**config.mk**
```make
export PLATFORM = sky130hd
export DESIGN_NAME = qeciphy_rx_controller_mc
export DESIGN_NICKNAME = d
export VERILOG_FILES = /design/src/rtl/qeciphy_rx_ctrl_pkg.sv /design/src/rtl/qeciphy_rx_controller_mc_lane_ctrl.sv /design/src/rtl/qeciphy_rx_controller_mc.sv
export SDC_FILE = /design/constraint.sdc
export NUM_CORES = 1
export LEC_CHECK = 0
export BUFFER_PORTS_ARGS = -buffer_cell sky130_fd_sc_hd__buf_2
export CAP_MARGIN = 20
export CORE_ASPECT_RATIO = 0.5
export CORE_MARGIN = 1
export CORE_UTILIZATION = 40
export DETAILED_ROUTE_END_ITERATION = 8
export GPL_ROUTABILITY_DRIVEN = 0
export HOLD_SLACK_MARGIN = 0.15
export PLACE_DENSITY_LB_ADDON = 0.12
export SLEW_MARGIN = 20
export SYNTH_ARGS = -nofsm -noshare
export SYNTH_HDL_FRONTEND = slang
export SYNTH_SLANG_ARGS = --single-unit
export TNS_END_PERCENT = 10
```
**constraint.sdc**
```tcl
create_clock -name clk_i -period 2.45 [get_ports clk_i]
set_clock_uncertainty 0.1 [all_clocks]
set_input_delay 0.1225 -clock clk_i [delete_from_list [all_inputs] [get_ports clk_i]]
set_output_delay 0.1225 -clock clk_i [all_outputs]
set_load 0.01 [all_outputs]
```
**src/rtl/qeciphy_rx_ctrl_pkg.sv**
```systemverilog
// rtl/qeciphy_rx_ctrl_pkg.sv - shared types and error codes for the multi-lane RX controller
package qeciphy_rx_ctrl_pkg;

  typedef enum logic [2:0] {
    ST_DISABLED,
    ST_WAIT_LOCK,
    ST_READY,
    ST_BACKOFF,
    ST_FAULT
  } lane_state_t;

  typedef logic [3:0] err_code_t;
  typedef logic [3:0] retry_t;

  localparam err_code_t RX_ERR_NONE         = 4'd0;
  localparam err_code_t RX_ERR_CRC          = 4'd1;
  localparam err_code_t RX_ERR_FAW          = 4'd2;
  localparam err_code_t RX_ERR_LOCK_TIMEOUT = 4'd3;
  localparam err_code_t RX_ERR_LOCK_LOSS    = 4'd4;

endpackage

```
**src/rtl/qeciphy_rx_controller_mc_lane_ctrl.sv**
```systemverilog
// rtl/qeciphy_rx_controller_mc_lane_ctrl.sv - one lane's sequencer (qeciphy_rx_lane_ctrl): lock wait, retry/backoff, fault
// Retry/backoff only when QECIPHY_RX_AUTO_RETRY_EN is defined; otherwise any error is fatal.
module qeciphy_rx_lane_ctrl
  import qeciphy_rx_ctrl_pkg::*;
#(
  parameter int LOCK_TIMEOUT   = 1024,
  parameter int BACKOFF_CYCLES = 32,
  parameter int MAX_RETRIES    = 3
) (
  input  logic      clk,
  input  logic      rst,
  input  logic      enable,
  input  logic      locked,
  input  logic      crc_err,
  input  logic      faw_err,
  output logic      rx_enable,
  output logic      rx_rdy,
  output logic      fault,
  output err_code_t err_code,
  output retry_t    retry_cnt,
  output logic      rdy_next,
  output logic      fatal_next
);

`ifdef QECIPHY_RX_AUTO_RETRY_EN
  localparam bit AUTO_RETRY = 1'b1;
`else
  localparam bit AUTO_RETRY = 1'b0;
`endif

  // One timer serves both the lock wait and the backoff hold; they never overlap.
  localparam int TIMER_W = $clog2(LOCK_TIMEOUT > BACKOFF_CYCLES ? LOCK_TIMEOUT : BACKOFF_CYCLES);
  localparam logic [TIMER_W-1:0] LOCK_LAST    = TIMER_W'(LOCK_TIMEOUT - 1);
  localparam logic [TIMER_W-1:0] BACKOFF_LAST = TIMER_W'(BACKOFF_CYCLES - 1);
  localparam retry_t             RETRY_LIMIT  = retry_t'(MAX_RETRIES);

  lane_state_t        state, state_nxt;
  logic [TIMER_W-1:0] timer, timer_nxt;
  err_code_t          code, code_nxt;
  retry_t             retries, retries_nxt;
  logic               error;
  err_code_t          cause;

  always_comb begin
    state_nxt   = state;
    timer_nxt   = timer;
    code_nxt    = code;
    retries_nxt = retries;
    error       = 1'b0;
    cause       = RX_ERR_NONE;
    if (!enable) begin
      state_nxt   = ST_DISABLED;
      timer_nxt   = '0;
      code_nxt    = RX_ERR_NONE;
      retries_nxt = '0;
    end else begin
      case (state)
        ST_DISABLED: begin
          state_nxt = ST_WAIT_LOCK;
          timer_nxt = '0;
        end
        ST_WAIT_LOCK: begin
          if (locked) begin
            state_nxt = ST_READY;
          end else if (timer == LOCK_LAST) begin
            error = 1'b1;
            cause = RX_ERR_LOCK_TIMEOUT;
          end else begin
            timer_nxt = timer + 1'b1;
          end
        end
        ST_READY: begin
          if (crc_err) begin
            error = 1'b1;
            cause = RX_ERR_CRC;
          end else if (faw_err) begin
            error = 1'b1;
            cause = RX_ERR_FAW;
          end else if (!locked) begin
            error = 1'b1;
            cause = RX_ERR_LOCK_LOSS;
          end
        end
        ST_BACKOFF: begin
          if (timer == BACKOFF_LAST) begin
            state_nxt = ST_WAIT_LOCK;
            timer_nxt = '0;
          end else begin
            timer_nxt = timer + 1'b1;
          end
        end
        default: state_nxt = ST_FAULT;
      endcase
      if (error) begin
        code_nxt  = cause;
        timer_nxt = '0;
        if (AUTO_RETRY && (retries < RETRY_LIMIT)) begin
          state_nxt   = ST_BACKOFF;
          retries_nxt = retries + 1'b1;
        end else begin
          state_nxt = ST_FAULT;
        end
      end
    end
  end

  assign rdy_next   = (state_nxt == ST_READY);
  assign fatal_next = (state_nxt == ST_FAULT);

  always_ff @(posedge clk) begin
    if (rst) begin
      state     <= ST_DISABLED;
      timer     <= '0;
      code      <= RX_ERR_NONE;
      retries   <= '0;
      rx_enable <= 1'b0;
      rx_rdy    <= 1'b0;
      fault     <= 1'b0;
    end else begin
      state     <= state_nxt;
      timer     <= timer_nxt;
      code      <= code_nxt;
      retries   <= retries_nxt;
      rx_enable <= (state_nxt == ST_WAIT_LOCK) || (state_nxt == ST_READY);
      rx_rdy    <= rdy_next;
      fault     <= fatal_next;
    end
  end

  assign err_code  = code;
  assign retry_cnt = retries;

endmodule

```
**src/rtl/qeciphy_rx_controller_mc.sv**
```systemverilog
// rtl/qeciphy_rx_controller_mc.sv - N-lane RX controller with registered ready/fatal aggregates
// Optional feature macro: QECIPHY_RX_AUTO_RETRY_EN (retry with backoff before fault).
module qeciphy_rx_controller_mc
  import qeciphy_rx_ctrl_pkg::*;
#(
  parameter int N_LANES        = 4,
  parameter int LOCK_TIMEOUT   = 1024,
  parameter int BACKOFF_CYCLES = 32,
  parameter int MAX_RETRIES    = 3
) (
  input  logic                 clk_i,
  input  logic                 rst_i,
  input  logic [N_LANES-1:0]   enable_i,
  input  logic [N_LANES-1:0]   rx_locked_i,
  input  logic [N_LANES-1:0]   crc_err_i,
  input  logic [N_LANES-1:0]   faw_err_i,
  output logic [N_LANES-1:0]   rx_enable_o,
  output logic [N_LANES-1:0]   rx_rdy_o,
  output logic [N_LANES-1:0]   rx_fault_fatal_o,
  output logic [4*N_LANES-1:0] rx_error_code_o,
  output logic [4*N_LANES-1:0] retry_cnt_o,
  output logic                 all_rdy_o,
  output logic                 any_fatal_o
);

  logic [N_LANES-1:0] rdy_nxt;
  logic [N_LANES-1:0] fatal_nxt;

  for (genvar k = 0; k < N_LANES; k++) begin : g_lane
    qeciphy_rx_lane_ctrl #(
      .LOCK_TIMEOUT  (LOCK_TIMEOUT),
      .BACKOFF_CYCLES(BACKOFF_CYCLES),
      .MAX_RETRIES   (MAX_RETRIES)
    ) u_lane (
      .clk       (clk_i),
      .rst       (rst_i),
      .enable    (enable_i[k]),
      .locked    (rx_locked_i[k]),
      .crc_err   (crc_err_i[k]),
      .faw_err   (faw_err_i[k]),
      .rx_enable (rx_enable_o[k]),
      .rx_rdy    (rx_rdy_o[k]),
      .fault     (rx_fault_fatal_o[k]),
      .err_code  (rx_error_code_o[4*k +: 4]),
      .retry_cnt (retry_cnt_o[4*k +: 4]),
      .rdy_next  (rdy_nxt[k]),
      .fatal_next(fatal_nxt[k])
    );
  end

  // Built from next-state lane values so the aggregates land on the same cycle as the lane outputs.
  always_ff @(posedge clk_i) begin
    if (rst_i) begin
      all_rdy_o   <= 1'b0;
      any_fatal_o <= 1'b0;
    end else begin
      all_rdy_o   <= &rdy_nxt;
      any_fatal_o <= |fatal_nxt;
    end
  end

endmodule

```
==> metrics.csv <==
stage,metric,value,unit
run_status,status,"complete, no violations",
global_routing,initial antenna violation count,0,
clock_network,setup repair bufs after CTS,0,
pwr,Sequential Power Share,46.3,%
clock_network,"Reg clk slew, reported paths",0.06,ns
die,Starting Density,41.9,%
layout,Total Nets Final,555,
pwr,Comb power frac,7.2,%
synth,Synth Cell Area,0.00402,mm²
setup_path,CP max stage cell,dlygate4sd3_1,
route,total wire length,8630,µm
sta,Worst-Margin Slew,0.881,ns
route,via/cell ratio,5.05,
die,core area,0.00960,mm²
sta,final setup fails,0,
pwr,Design Power,0.00281,W
die,Die ar.,0.0105,mm²
clock_network,CTS tree,built,
pwr,Net Sw Power,0.000640,W
die,row cnt,25,
setup_path,r2r startpoint,g_lane[3].u_lane.timer[0]$_SDFFE_PP0P_,
pwr,leakage power,1.84,nW
layout,area of the multi-input gates,0.00221,mm²
place,hpwl dp,5980,µm
pwr,worst vdd ir,0.000256,V
sta,Tmin final,2.32,ns
layout,Fill cells,939,
setup_path,CP endpoint kind,register,
layout,Finished Cell Area,0.00483,mm²
worst_hold_path,Worst Hold Launch,rx_locked_i[0],
layout,P&R area growth vs syn,20.1,%
sta,Setup TNS,0,ns
route,Final ANT Viol Nets,0,
global_routing,first-pass GRT wire length,14500,µm
synth,sequential cell area fraction in the yosys report,38.8,%
route,DRC Markers,0,
setup_path,Setup CP Type,register to register,
synth,Synth Instances,466,
layout,n_diodes,0,
route,DRT iter0 DRCs,211,
layout,Sequential Area,0.00156,mm²
global_routing,grt total ovfl,0,
synth,Synth Area per Inst,8.63,µm²
pwr,sw frac,22.7,%
route,DR WL/cell,12.8,µm
die,Die X,144,µm
pwr,Clk pwr share,46.5,%
clock_network,Max Buffers Root-to-Sink,2,
die,Ports,64,
clock_network,clock latency on the worst-skew pair,0.33,ns
clock_network,CTS Buf Count,9,
setup_path,"Cell Chain, Critical Path",ha_4 > nor4bb_4 > and4_1 > buf_4 > nor2b_1 > a21oi_1 > nor3_1 > dlygate4sd3_1,
global_routing,vias in the first global route,3022,
synth,Post-synth EDFFs,0,
route,Initial DRT Pass Iterations,4,
sta,max frequency,431,MHz
synth,Post-synth ARST share,0,%
sta,RSZ-0062 raised after global routing,no,
sta,final hold slack,0.166,ns
global_routing,pin count of the biggest net entering global routing,15,
worst_hold_path,hold depth,4,
setup_path,CP Max Fanout,6,
setup_path,terminus of the critical flop-to-flop path,g_lane[3].u_lane.err_code[2]$_SDFFE_PP0P_,
route,Via Count,3391,
pwr,cell internal pwr,0.00218,W
place,I/O Buffers,43,
synth,Ys Warns,0,
setup_path,largest stage delay on the critical path,0.55,ns
setup_path,CP top delay family,buffers and inverters,
clock_network,CTS Sinks,78,
setup_path,Reg2Reg Setup Slack,0.13,ns
global_routing,GRT Total Usage,17.8,%
sta,max-slew violations,0,
setup_path,"Buf+Inv Stages, Crit Path",2,
layout,share of post-route cells with drive strength above 1,18.2,%
setup_path,Worst Setup Start Kind,register,
worst_hold_path,WHS Endpoint,g_lane[0].u_lane.state[2]$_SDFF_PP0_,
synth,library cells used by synthesis,62,
die,die height,72.9,µm
sta,Slew HR,40.5,%
place,Placed Area,0.00429,mm²
pwr,PD cells,583,mW/mm²
setup_path,worst r2r path cells,8,
clock_network,root buf cell,clkbuf_16,
synth,Synth Register Bits,78,
setup_path,Worst EP required,2.57,ns
setup_path,CP arrival,2.44,ns
run,maxcap violations,0,
clock_network,H-tree levels,3,
layout,"commonest non-fill, non-tap cells in the layout","78 x dfxtp_1, 65 x nor2_1, 43 x buf_2",
synth,"Top FF cell, synth",dfxtp_1,
worst_hold_path,Hold Path Class,input pin to register,
sta,fin crit share,94.7,%
sta,final hold violation count,0,
layout,"commonest non-fill, non-tap cell in the layout",dfxtp_1,
[synth_stat cells, drive strengths merged, types with 4 or more instances]
| cell | number | area (µm²) |
|---|---|---|
| dfxtp | 78 | 1560 |
| nor2 | 66 | 250 |
| buf | 39 | 287 |
| nand2 | 25 | 93.8 |
| xnor2 | 21 | 184 |
| a21oi | 20 | 100 |
| nor3 | 18 | 90.1 |
| nand3 | 17 | 85.1 |
| nor4 | 16 | 149 |
| nand4 | 15 | 100 |
| inv | 14 | 52.6 |
| or3 | 13 | 96.3 |
| nand2b | 12 | 75.1 |
| xor2 | 12 | 105 |
| o21ai | 9 | 45.0 |
| and2 | 6 | 37.5 |
| and3 | 6 | 42.5 |
| nor2b | 6 | 37.5 |
| nor3b | 6 | 45.0 |
| nor4b | 6 | 58.8 |
| o21a | 5 | 37.5 |
| a31oi | 4 | 25.0 |
| ha | 4 | 50.1 |
| nand4b | 4 | 35.0 |
[per-layer routing]
| layer | vias up | GRT usage, % | part of all wire (%) |
|---|---|---|---|
| met5 | - | 0 | 0 |
| met1 | 1558 | 24.4 | 52 |
| met3 | 12 | 5.18 | 4.7 |
| li1 | 1747 | - | - |
| met2 | 74 | 26.9 | 42 |
| met4 | 0 | 5.44 | 1.3 |
[sequential cells by signal, summed over array words and instances, names as in the netlist]
name	flops
g_lane.u_lane.err_code	12
g_lane.u_lane.timer	40
g_lane.u_lane.state	12
g_lane.u_lane.rx_enable	4
g_lane.u_lane.fault	4
g_lane.u_lane.rx_rdy	4
any_fatal_o	1
all_rdy_o	1
[worst max path at each step]
stage | start | end | slack [ns] | cells past startpoint
finish | g_lane[3].u_lane.timer[0]$_SDFFE_PP0P_ | g_lane[3].u_lane.err_code[2]$_SDFFE_PP0P_ | 0.13 | 8
global route | g_lane[2].u_lane.timer[4]$_SDFFE_PP0P_ | g_lane[2].u_lane.err_code[0]$_SDFFE_PP0P_ | 0.008 | 6
CTS | g_lane[3].u_lane.timer[0]$_SDFFE_PP0P_ | g_lane[3].u_lane.err_code[2]$_SDFFE_PP0P_ | 0.05 | 8
detailed placement | g_lane[0].u_lane.timer[0]$_SDFFE_PP0P_ | g_lane[0].u_lane.rx_enable$_SDFF_PP0_ | 0.21 | 6
global placement | g_lane[0].u_lane.timer[0]$_SDFFE_PP0P_ | g_lane[0].u_lane.rx_enable$_SDFF_PP0_ | 0.20 | 6
floorplan | g_lane[0].u_lane.timer[0]$_SDFFE_PP0P_ | g_lane[0].u_lane.rx_enable$_SDFF_PP0_ | 0.38 | 7
[tightest hold or removal path: stages]
cell and delay [ns]:
buf_2 0.13, inv_1 0.10, a211oi_2 0.13, nor2_1 0.08
[layout make-up]
class,instances,share of cell area [%]
clock inverter,4,0.985
multi-input combinational,351,45.9
sequential,78,32.3
timing repair buffer,79,11.2
tap,135,3.50
clock buffer,11,5.03
inverter,14,1.09
[what timing repair did]
action | in CTS | in global routing
gates resized for setup | 0 | 4
hold endpoints to repair | 30 | 0
setup endpoints to repair | 0 | 1
hold buffers | 22 | 0
[cells by family (layout without fill, tap and decap cells)]
| kind of cell | after synthesis | in the layout | synth area share [%] |
|---|---|---|---|
| AND/OR/NAND/NOR | 236 | 236 | 33.9 |
| flip-flops | 78 | 78 | 38.8 |
| AO/OA/AOI/OAI | 58 | 58 | 10.1 |
| buffers and inverters | 56 | 108 | 8.71 |
| XOR/XNOR | 33 | 33 | 7.19 |
| adder cells (fa/ha/maj) | 4 | 4 | 1.24 |
| other | 1 | 20 | 0.0933 |
[power groups by stage]
stage | sequential [W] | clock (W) | combinational [W]
global route | 0.00130 | 0.00140 | 0.000227
floorplan | 0.00133 | 0 | 0.000155
detailed placement | 0.00133 | 0 | 0.000181
global placement | 0.00133 | 0 | 0.000182
CTS | 0.00130 | 0.00135 | 0.000201
finish | 0.00130 | 0.00131 | 0.000203
[stage by stage]
| stage | utilization [%] | setup slack, ns | instances |
|---|---|---|---|
| finish | 50.3 | 0.130 | 672 |
| global route | 50.3 | 0.00823 | 672 |
| CTS | 50.0 | 0.0543 | 672 |
| detailed placement | 44.7 | 0.214 | 635 |
| global placement | 44.7 | 0.204 | 635 |
| floorplan | - | 0.378 | 485 |
Power figures use the tool's default switching activity.
